[config.mk]
export PLATFORM = sky130hd
export DESIGN_NAME = snake_core
export DESIGN_NICKNAME = d
export VERILOG_FILES = /design/src/rtl/snake_core.sv
export SDC_FILE = /design/constraint.sdc
export NUM_CORES = 1
export LEC_CHECK = 0
export CAP_MARGIN = 20
export CELL_PAD_IN_SITES_DETAIL_PLACEMENT = 1
export CELL_PAD_IN_SITES_GLOBAL_PLACEMENT = 2
export CORE_UTILIZATION = 41
export CTS_CLUSTER_SIZE = 24
export DETAILED_ROUTE_END_ITERATION = 12
export PLACE_DENSITY = 0.88
export SYNTH_ARGS = -nofsm -noshare
export SYNTH_HDL_FRONTEND = slang
export SYNTH_SLANG_ARGS = --single-unit
[constraint.sdc]
create_clock -name clk -period 9 [get_ports clk]
set_input_delay 1.8 -clock clk [delete_from_list [all_inputs] [get_ports clk]]
set_output_delay 1.8 -clock clk [all_outputs]
set_load 0.005 [all_outputs]
[src/rtl/snake_core.sv]
// snake_core: grid snake engine with a shift-buffer body, LFSR food placement and a
// registered cell-query port for a renderer. Define SNAKE_WRAP_EN to wrap the head at grid edges.
module snake_core #(
    parameter int GRID_W   = 16,
    parameter int GRID_H   = 12,
    parameter int MAX_LEN  = 16,
    parameter int STEP_DIV = 6250000,
    localparam int XW = $clog2(GRID_W),
    localparam int YW = $clog2(GRID_H),
    localparam int LW = $clog2(MAX_LEN + 1)
) (
    input  logic          clk,
    input  logic          reset,
    input  logic          up,
    input  logic          down,
    input  logic          left,
    input  logic          right,
    input  logic          start,
    input  logic [XW-1:0] query_x,
    input  logic [YW-1:0] query_y,
    output logic          hit_head,
    output logic          hit_body,
    output logic          hit_food,
    output logic [LW-1:0] length,
    output logic          running,
    output logic          game_over,
    output logic          step_o
);
    localparam int CW = $clog2(STEP_DIV);
    localparam logic [CW-1:0] CNT_LAST  = CW'(STEP_DIV - 1);
    localparam logic [XW-1:0] HOME_X    = XW'(GRID_W / 2);
    localparam logic [YW-1:0] HOME_Y    = YW'(GRID_H / 2);
    localparam logic [XW-1:0] FOOD_X0   = XW'(GRID_W - 2);
    localparam logic [XW:0]   X_OVER    = (XW+1)'(GRID_W);
    localparam logic [YW:0]   Y_OVER    = (YW+1)'(GRID_H);
    localparam logic [15:0]   LFSR_SEED = 16'hACE1;

    typedef enum logic [1:0] {S_IDLE, S_RUN, S_FOOD, S_OVER} state_t;
    // Opposite directions differ only in bit 0, which makes the reverse test a single XOR.
    typedef enum logic [1:0] {D_UP, D_DOWN, D_LEFT, D_RIGHT} dir_t;

    state_t        state;
    dir_t          dir, pend, btn_dir, ref_dir, next_pend;
    logic          btn_any, do_step, wall_hit, self_hit, eat, grow;
    logic          cand_ok, on_body, q_head, q_body, q_food;
    logic [XW-1:0] body_x [MAX_LEN];
    logic [YW-1:0] body_y [MAX_LEN];
    logic [XW-1:0] food_x, nx, cand_x;
    logic [YW-1:0] food_y, ny, cand_y;
    logic [XW:0]   mv_x;
    logic [YW:0]   mv_y;
    logic [LW-1:0] len_q;
    logic [15:0]   lfsr, lfsr_next;
    logic [CW-1:0] cnt;

    function automatic logic [XW-1:0] init_x(input int i);
        if (i == 0) return HOME_X;
        if (i == 1) return HOME_X - XW'(1);
        return HOME_X - XW'(2);
    endfunction

    assign length    = len_q;
    assign running   = (state == S_RUN) || (state == S_FOOD);
    assign game_over = (state == S_OVER);
    assign do_step   = (state == S_RUN) && (cnt == CNT_LAST);
    // On a step edge the pending direction becomes committed, so reverse-check against it.
    assign ref_dir   = do_step ? pend : dir;
    assign next_pend = (btn_any && (btn_dir != dir_t'(ref_dir ^ 2'b01))) ? btn_dir : pend;
    assign lfsr_next = {lfsr[0] ^ lfsr[2] ^ lfsr[3] ^ lfsr[5], lfsr[15:1]};
    assign cand_x    = lfsr[XW-1:0];
    assign cand_y    = lfsr[XW+YW-1:XW];
    assign eat       = (nx == food_x) && (ny == food_y);
    assign grow      = eat && (len_q != LW'(MAX_LEN));

    always_comb begin
        btn_any = 1'b1;
        btn_dir = D_RIGHT;
        if (up)         btn_dir = D_UP;
        else if (down)  btn_dir = D_DOWN;
        else if (left)  btn_dir = D_LEFT;
        else if (right) btn_dir = D_RIGHT;
        else            btn_any = 1'b0;
    end

    // One extra bit keeps -1 and GRID_W distinguishable from in-range coordinates.
    always_comb begin
        mv_x = {1'b0, body_x[0]};
        mv_y = {1'b0, body_y[0]};
        case (pend)
            D_UP:    mv_y = mv_y - (YW+1)'(1);
            D_DOWN:  mv_y = mv_y + (YW+1)'(1);
            D_LEFT:  mv_x = mv_x - (XW+1)'(1);
            D_RIGHT: mv_x = mv_x + (XW+1)'(1);
        endcase
`ifdef SNAKE_WRAP_EN
        wall_hit = 1'b0;
        if (mv_x == '1)          nx = XW'(GRID_W - 1);
        else if (mv_x == X_OVER) nx = '0;
        else                     nx = mv_x[XW-1:0];
        if (mv_y == '1)          ny = YW'(GRID_H - 1);
        else if (mv_y == Y_OVER) ny = '0;
        else                     ny = mv_y[YW-1:0];
`else
        wall_hit = (mv_x >= X_OVER) || (mv_y >= Y_OVER);
        nx = mv_x[XW-1:0];
        ny = mv_y[YW-1:0];
`endif
    end

    always_comb begin
        self_hit = 1'b0;
        on_body  = 1'b0;
        q_body   = 1'b0;
        for (int i = 0; i < MAX_LEN; i++) begin
            if ((i + 1 < int'(len_q) || (grow && i + 1 == int'(len_q))) && i > 0 &&
                body_x[i] == nx && body_y[i] == ny)
                self_hit = 1'b1;
            if (i < int'(len_q) && body_x[i] == cand_x && body_y[i] == cand_y)
                on_body = 1'b1;
            if (i > 0 && i < int'(len_q) && body_x[i] == query_x && body_y[i] == query_y)
                q_body = 1'b1;
        end
        cand_ok = ({1'b0, cand_x} < X_OVER) && ({1'b0, cand_y} < Y_OVER) && !on_body;
        q_head  = (body_x[0] == query_x) && (body_y[0] == query_y);
        q_food  = (food_x == query_x) && (food_y == query_y);
    end

    always_ff @(posedge clk or posedge reset) begin
        if (reset) begin
            state <= S_IDLE;
            dir   <= D_RIGHT;
            pend  <= D_RIGHT;
            for (int i = 0; i < MAX_LEN; i++) begin
                body_x[i] <= init_x(i);
                body_y[i] <= HOME_Y;
            end
            len_q    <= LW'(3);
            food_x   <= FOOD_X0;
            food_y   <= HOME_Y;
            lfsr     <= LFSR_SEED;
            cnt      <= '0;
            step_o   <= 1'b0;
            hit_head <= 1'b0;
            hit_body <= 1'b0;
            hit_food <= 1'b0;
        end else begin
            step_o   <= 1'b0;
            hit_head <= q_head;
            hit_body <= q_body;
            hit_food <= q_food;
            pend     <= next_pend;
            case (state)
                S_IDLE, S_OVER: begin
                    if (start) begin
                        state <= S_RUN;
                        dir   <= D_RIGHT;
                        pend  <= D_RIGHT;
                        for (int i = 0; i < MAX_LEN; i++) begin
                            body_x[i] <= init_x(i);
                            body_y[i] <= HOME_Y;
                        end
                        len_q  <= LW'(3);
                        food_x <= FOOD_X0;
                        food_y <= HOME_Y;
                        cnt    <= '0;
                    end
                end
                S_RUN: begin
                    if (do_step) begin
                        cnt <= '0;
                        dir <= pend;
                        if (wall_hit || self_hit) begin
                            state <= S_OVER;
                        end else begin
                            step_o <= 1'b1;
                            for (int i = MAX_LEN - 1; i > 0; i--) begin
                                body_x[i] <= body_x[i-1];
                                body_y[i] <= body_y[i-1];
                            end
                            body_x[0] <= nx;
                            body_y[0] <= ny;
                            if (eat) state <= S_FOOD;
                            if (grow) len_q <= len_q + LW'(1);
                        end
                    end else begin
                        cnt <= cnt + CW'(1);
                    end
                end
                S_FOOD: begin
                    lfsr <= lfsr_next;
                    if (cand_ok) begin
                        food_x <= cand_x;
                        food_y <= cand_y;
                        state  <= S_RUN;
                    end
                end
                default: ;
            endcase
        end
    end
endmodule

==> results of run 1 <==
[state kept, by name, summed over array words and instances (netlist names)]
signal,flops
dir,2
cnt,23
hit_food,1
step_o,1
state,2
food_x,4
pend,2
hit_body,1
food_y,4
body_x,64
lfsr,16
length,5
body_y,64
hit_head,1
[cells in the final DEF, fill, tap and decap left out, types with 5 or more instances in the layout]
master / netlist / final
and2_1: 9 / 9
o2111ai_1: 6 / 6
xor2_1: 163 / 163
o22ai_1: 64 / 64
o41ai_1: 5 / 5
a22o_1: 5 / 5
buf_4: 13 / 33
clkbuf_16: 0 / 17
nor4_1: 39 / 39
o22a_1: 63 / 63
xnor2_1: 262 / 262
and3_1: 13 / 13
a31oi_1: 23 / 23
dfrtp_1: 107 / 107
nand3b_1: 5 / 5
a21oi_1: 23 / 23
nor3b_1: 6 / 6
nand2_1: 51 / 51
or4_1: 9 / 9
or2_2: 5 / 5
nor3_1: 39 / 39
mux2_2: 17 / 17
o21ai_0: 28 / 28
dfstp_2: 83 / 83
and4_1: 5 / 5
inv_1: 88 / 87
or3_1: 6 / 6
nor2_1: 68 / 67
clkdlybuf4s50_1: 0 / 25
ha_1: 15 / 15
nor4b_1: 5 / 5
nand4_1: 58 / 58
nand3_1: 34 / 34
o31ai_1: 5 / 5
a2bb2oi_1: 8 / 8
[worst max-delay path, delay by kind of cell, from the launching register on]
family,cells,cell delay [ns]
xor+xnor,1,0.18
flops,1,0.92
fa+ha+maj,1,0.97
simple gates,5,1.83
buf+inv,4,1.11
compound gates,5,1.64
[final cells by class]
type,count,share of cell area
repair buffers,59,0.0347
well taps,448,0.0370
flip-flops and latches,190,0.321
clock inverters,12,0.00883
multi-input cells,1115,0.547
inverters,88,0.0223
clock buffers,20,0.0295
[per-stage QoR]
step                instances  hold WS (ns)  setup WS (ns)
global route             1932         0.511           1.80
floorplan                1544         0.447           2.17
CTS                      1931         0.491           2.26
global placement         1899         0.459           2.60
finish                   1932         0.489           2.16
detailed placement       1899         0.472           2.32
[power breakdown]
part / internal, mW / leakage (nW) / switching [mW]
sequential: 0.857 / 1.97 / 0.00610
clock: 0.419 / 0.282 / 0.381
combinational: 0.0988 / 3.67 / 0.172
[kinds of logic after synthesis]
logic type | Yosys count | share of synthesized area
adders and majority gates | 17 | 0.0161
and+or+nand+nor | 365 | 0.139
AOI/OAI and AO/OA | 283 | 0.145
muxes | 23 | 0.0205
DFF | 190 | 0.344
xor gates and xnor gates | 427 | 0.266
buffers and inverters | 239 | 0.0699
[routing by layer]
layer | wire length (um) | share of wire
met5 | 0 | 0
met4 | 1730 | 0.034
met3 | 3360 | 0.066
met2 | 23900 | 0.47
met1 | 22000 | 0.43
[final timing paths]
path                                     startpoint                     end  slack, ns  depth (start not counted)
min in group asynchronous                     reset  body_y[19]$_DFFE_PP0P_       1.91                          2
worst max-delay path              pend[1]$_DFF_PP1_  body_y[20]$_DFFE_PP0P_       2.16                         16
worst min-delay path            cnt[22]$_DFFE_PP0P_     cnt[22]$_DFFE_PP0P_       0.49                          1
worst max register to register    pend[1]$_DFF_PP1_  body_y[20]$_DFFE_PP0P_       2.16                         16
worst min register to register  cnt[22]$_DFFE_PP0P_     cnt[22]$_DFFE_PP0P_       0.49                          1
max in group asynchronous                     reset     lfsr[9]$_DFFE_PP0N_       5.56                          3
==> results.py, run 1 <==
metrics = {
    "layout": {
        "fin_nets": 1503,
        "seq_area_sq_um": 4860,
        "diodes": 0,
        "drive_gt1_frac": 0.125,
        "final_area_sq_um": 15200,
        "num-fill-cells": 3880,
        "post-route-util": 0.450,
        "area_growth_pct": 7.32,
        "multi_input_area_sq_um": 8300,
    },
    "logic_synthesis": {
        "synth_area_per_cell_sq_um": 9.15,
        "ys.warnings.count": 0,
        "syn-num-nets": 1576,
        "syn-cell-area_sq_um": 14100,
        "synth_seq_cells": 190,
        "async_flop_share": 1.00,
        "yosysMostFrequentCell": "xnor2_1",
        "synth_top_area_cell": "dfrtp_1",
        "ys_top_cells_by_count": "262 x xnor2_1, 163 x xor2_1, 107 x dfrtp_1, 88 x inv_1, 83 x dfstp_2",
        "synth_edf_count": 0,
        "synth_top_area_share": 0.190,
        "yosysUniqueCellTypes": 78,
        "synth_sequential_area_ratio": 0.344,
        "synth-main-ff-cell": "dfrtp_1",
        "synthCells": 1544,
        "synth.area.top_cells": "dfrtp_1 19%, xnor2_1 16%, dfstp_2 15%",
    },
    "timing": {
        "slew_violations": 0,
        "fmax_mhz": 146,
        "setup_tns_ns": 0,
        "relSlewSlack": 0.257,
        "min_period_over_period": 0.760,
        "rsz0062_at_grt": "no",
        "skew_ns": 0.0205,
        "setup-violations-final": 0,
        "hold_viol": 0,
        "period_needed_ns": 6.84,
        "worst_slew_pin_slew_ns": 1.11,
    },
    "placement": {
        "io_buffers": 25,
        "place_congestion": 0.992,
        "placed_cell_area_sq_um": 14600,
        "dp_hpwl_um": 35000,
    },
    "global_route": {
        "antenna_found_initial": 1,
        "grtUsageMet2": 0.472,
        "gr-usage-met3": 0.0556,
        "gr-usage-met1": 0.394,
        "grt_max_degree": 120,
        "grt_pass1_wl_um": 78500,
        "grt-ovfl-total": 0,
        "grt_pass1_vias": 12416,
        "grt.busiest_layer": "met2",
        "grt_usage": 0.296,
    },
    "routing": {
        "drc": 0,
        "drt_wl_total_um": 51000,
        "route.vias.total": 12044,
        "avgRoutedWirePerCell_um": 26.4,
        "viasPerCell": 6.23,
        "firstDrtPassIters": 5,
        "drt_iter0_drc": 969,
        "ant_nets": 0,
    },
    "clock_network": {
        "cts_sinks": 190,
        "htreeDepth": 4,
        "hold_buffers": 0,
        "clk_latency_ns": 0.48,
        "post_cts_buffers": 0,
        "cts_tree": "done",
        "ctsResizeCount": 0,
        "clk_pin_slew_worst_paths_ns": 0.08,
        "cts_made_buffers": 17,
        "cts-root-buf": "clkbuf_16",
        "cts_buffer_depth": 2,
    },
    "die": {
        "coreArea_sq_um": 33700,
        "die_x_um": 188,
        "rows": 67,
        "die_h_um": 188,
        "fp.dieArea_sq_um": 35200,
        "ios": 26,
        "start_util": 0.419,
    },
    "outcome": {
        "outcome": "complete, no violations",
    },
    "job": {
        "cap_viol_max_count": 0,
    },
    "power": {
        "fin_total_pwr_mw": 1.93,
        "pwr_density_cell_nw_per_um2": 128,
        "p_leak_nw": 5.93,
        "power.ir.vdd_worst_v": 0.000149,
    },
    "worst_setup_path": {
        "path_max_fanout": 81,
        "max_stage_delay_ns": 0.97,
        "worst_path_max_delay_cell": "fa_1",
        "critPathCaptureType": "register",
        "worstSetupPathType": "register to register",
        "crit_arrival_ns": 7.17,
        "crit_chain": "buf_4, inv_1, nand2_1, inv_1, fa_1, xnor2_1, nor4_1, nand4_1, a222oi_1, o41ai_1, o21bai_1, o2111a_1, nand2_1, or2_4, buf_4, o22ai_1",
        "cp.required_ns": 9.32,
        "worstSetupStartpointType": "register",
    },
    "hold_path": {
        "hp-class": "register to register",
    },
}
Note: power is estimated with default switching activity, not from simulation.
==> run 2, diff against run 1 <==
CORE_UTILIZATION = 37   (was 41)
PLACE_DENSITY = 0.84   (was 0.88)
clock period = 6.1 ns   (was 9 ns; I/O delays follow)
==> results.py, run 2 (same netlist as run 1, synthesis figures left out) <==
metrics = {
    "placement": {
        "place_ws_ns": 0.889,
        "io_buffers": 25,
        "place_congestion": 0.988,
        "dp_hpwl_um": 36500,
        "placed_cell_area_sq_um": 14700,
    },
    "clock_network": {
        "clk_pin_slew_worst_paths_ns": 0.07,
        "ctsResizeCount": 0,
        "cts-root-buf": "clkbuf_16",
        "cts_sinks": 190,
        "htreeDepth": 4,
        "hold_buffers": 0,
        "post_cts_buffers": 0,
        "cts_tree": "done",
        "clk_latency_ns": 0.48,
        "cts_buffer_depth": 2,
        "cts_made_buffers": 17,
    },
    "die": {
        "coreArea_sq_um": 37600,
        "fp.dieArea_sq_um": 39000,
        "rows": 71,
        "ios": 26,
        "start_util": 0.376,
        "die_h_um": 197,
        "die_x_um": 197,
    },
    "power": {
        "p_leak_nw": 5.94,
        "fin_total_pwr_mw": 2.77,
        "pwr_density_cell_nw_per_um2": 182,
        "power.ir.vdd_worst_v": 0.000187,
    },
    "global_route": {
        "grt.busiest_layer": "met2",
        "gr-usage-met3": 0.0432,
        "grt_pass1_vias": 12594,
        "antenna_found_initial": 0,
        "grt_pass1_wl_um": 80600,
        "grt_usage": 0.278,
        "gr-usage-met1": 0.373,
        "grt-ovfl-total": 0,
        "grtUsageMet2": 0.442,
        "grt_max_degree": 129,
    },
    "worst_setup_path": {
        "crit_arrival_ns": 5.75,
        "worst_path_max_delay_cell": "a222oi_1",
        "cp_common_cell": "nand2_1",
        "crit_chain": "nand2_1, ha_1, xor2_2, xnor2_1, or4_1, a222oi_1, o41ai_1, o21bai_1, o2111a_1, nand2_1, or2_4, buf_4, o22ai_1",
        "critPathTopFamily": "compound AO/OA/AOI/OAI gates",
        "worstSetupPathType": "register to register",
        "path_depth": 13,
        "ff2ff_path_depth": 13,
        "critPathCaptureType": "register",
        "path_max_fanout": 41,
        "worstSetupStartpointType": "register",
        "max_stage_delay_ns": 1.02,
        "cp.required_ns": 6.44,
        "crit_buf_inv": 1,
    },
    "timing": {
        "min_period_over_period": 0.887,
        "worst_slew_pin_slew_ns": 1.16,
        "setup-violations-final": 0,
        "hold_viol": 0,
        "fmax_mhz": 185,
        "rsz0062_at_grt": "no",
        "period_needed_ns": 5.41,
        "final.setup.worst_slack_ns": 0.689,
        "relSlewSlack": 0.224,
        "setup_tns_ns": 0,
        "slew_violations": 0,
        "skew_ns": 0.0149,
    },
    "routing": {
        "route.vias.total": 11967,
        "drt_iter0_drc": 1007,
        "firstDrtPassIters": 5,
        "drt_wl_total_um": 52300,
        "avgRoutedWirePerCell_um": 26.1,
        "viasPerCell": 5.98,
        "drc": 0,
        "ant_nets": 0,
    },
    "layout": {
        "fin_nets": 1508,
        "diodes": 0,
        "layout_common_cells": "262 x xnor2_1, 163 x xor2_1, 107 x dfrtp_1, 87 x inv_1, 83 x dfstp_2",
        "post-route-util": 0.406,
        "layout_commonest_cell": "xnor2_1",
        "final_area_sq_um": 15300,
        "area_growth_pct": 8.06,
        "drive_gt1_frac": 0.128,
        "reg.largest.list": "body_x x64, body_y x64, cnt x23",
    },
    "hold_path": {
        "holdPathStages": 1,
        "hp-class": "register to register",
    },
    "outcome": {
        "outcome": "complete, no violations",
    },
    "job": {
        "cap_viol_max_count": 0,
    },
}
run 2: cell types whose count changed in the layout (fill, tap and decap cells not counted):
cell	change
buf_12	+3
buf_2	+2
buf_4	+2
bufinv_16	-1
clkbuf_1	+3
clkdlybuf4s50_1	-2
clkinv_4	+1
inv_6	-2
inv_8	-1
run 2: worst register-to-register path, cell delays in order (launching register included):
cell and delay (ns):
dfstp_2 0.59, nand2_1 0.13, ha_1 0.45, xor2_2 0.38
xnor2_1 0.13, or4_1 0.43, a222oi_1 1.02, o41ai_1 0.28
o21bai_1 0.24, o2111a_1 0.18, nand2_1 0.29, or2_4 0.59
buf_4 0.41, o22ai_1 0.16
run 2: per-layer routing:
| layer | part of all wire | vias up |
|---|---|---|
| met5 | 0 | - |
| met4 | 0.038 | 0 |
| met3 | 0.058 | 120 |
| met2 | 0.46 | 401 |
| met1 | 0.44 | 6211 |
| li1 | - | 5235 |
run 2: final cells by class:
class                      count  area, sq um
clock buffer                  23          458
clock inverter                 9         87.6
fill                        4312        22300
inverter                      88          334
multi-input combinational   1115         8300
sequential                   190         4860
tap                          511          639
timing repair buffer          64          591
run 2: power by group:
part / switching (mW) / leakage, nW / internal [mW]
clock: 0.528 / 0.266 / 0.575
combinational: 0.258 / 3.71 / 0.146
sequential: 0.00242 / 1.97 / 1.27
run 2: metrics by stage:
stage | cells | hold WS, ns
after detailed placement | 1967 | 0.487
after global placement | 1967 | 0.459
after global routing | 2000 | 0.526
after floorplan | 1544 | 0.447
final | 2000 | 0.492
after CTS | 1999 | 0.496
run 2: final timing paths:
kind | startpoint | endpoint | slack, ns
max reg2reg | pend[0]$_DFF_PP1_ | body_x[0]$_DFFE_PP0P_ | 0.69
max in group asynchronous | reset | hit_body$_DFF_PP0_ | 4.04
min | cnt[22]$_DFFE_PP0P_ | cnt[22]$_DFFE_PP0P_ | 0.49
min in group asynchronous | reset | body_y[20]$_DFFE_PP0P_ | 1.23
max | pend[0]$_DFF_PP1_ | body_x[0]$_DFFE_PP0P_ | 0.69
min reg2reg | cnt[22]$_DFFE_PP0P_ | cnt[22]$_DFFE_PP0P_ | 0.49
==> run 3, diff against run 2 <==
ABC_CLOCK_PERIOD_IN_PS = 6100   (was not set)
==> results of run 3 <==
Final layout, timing and power as in run 2 (identical DEF).
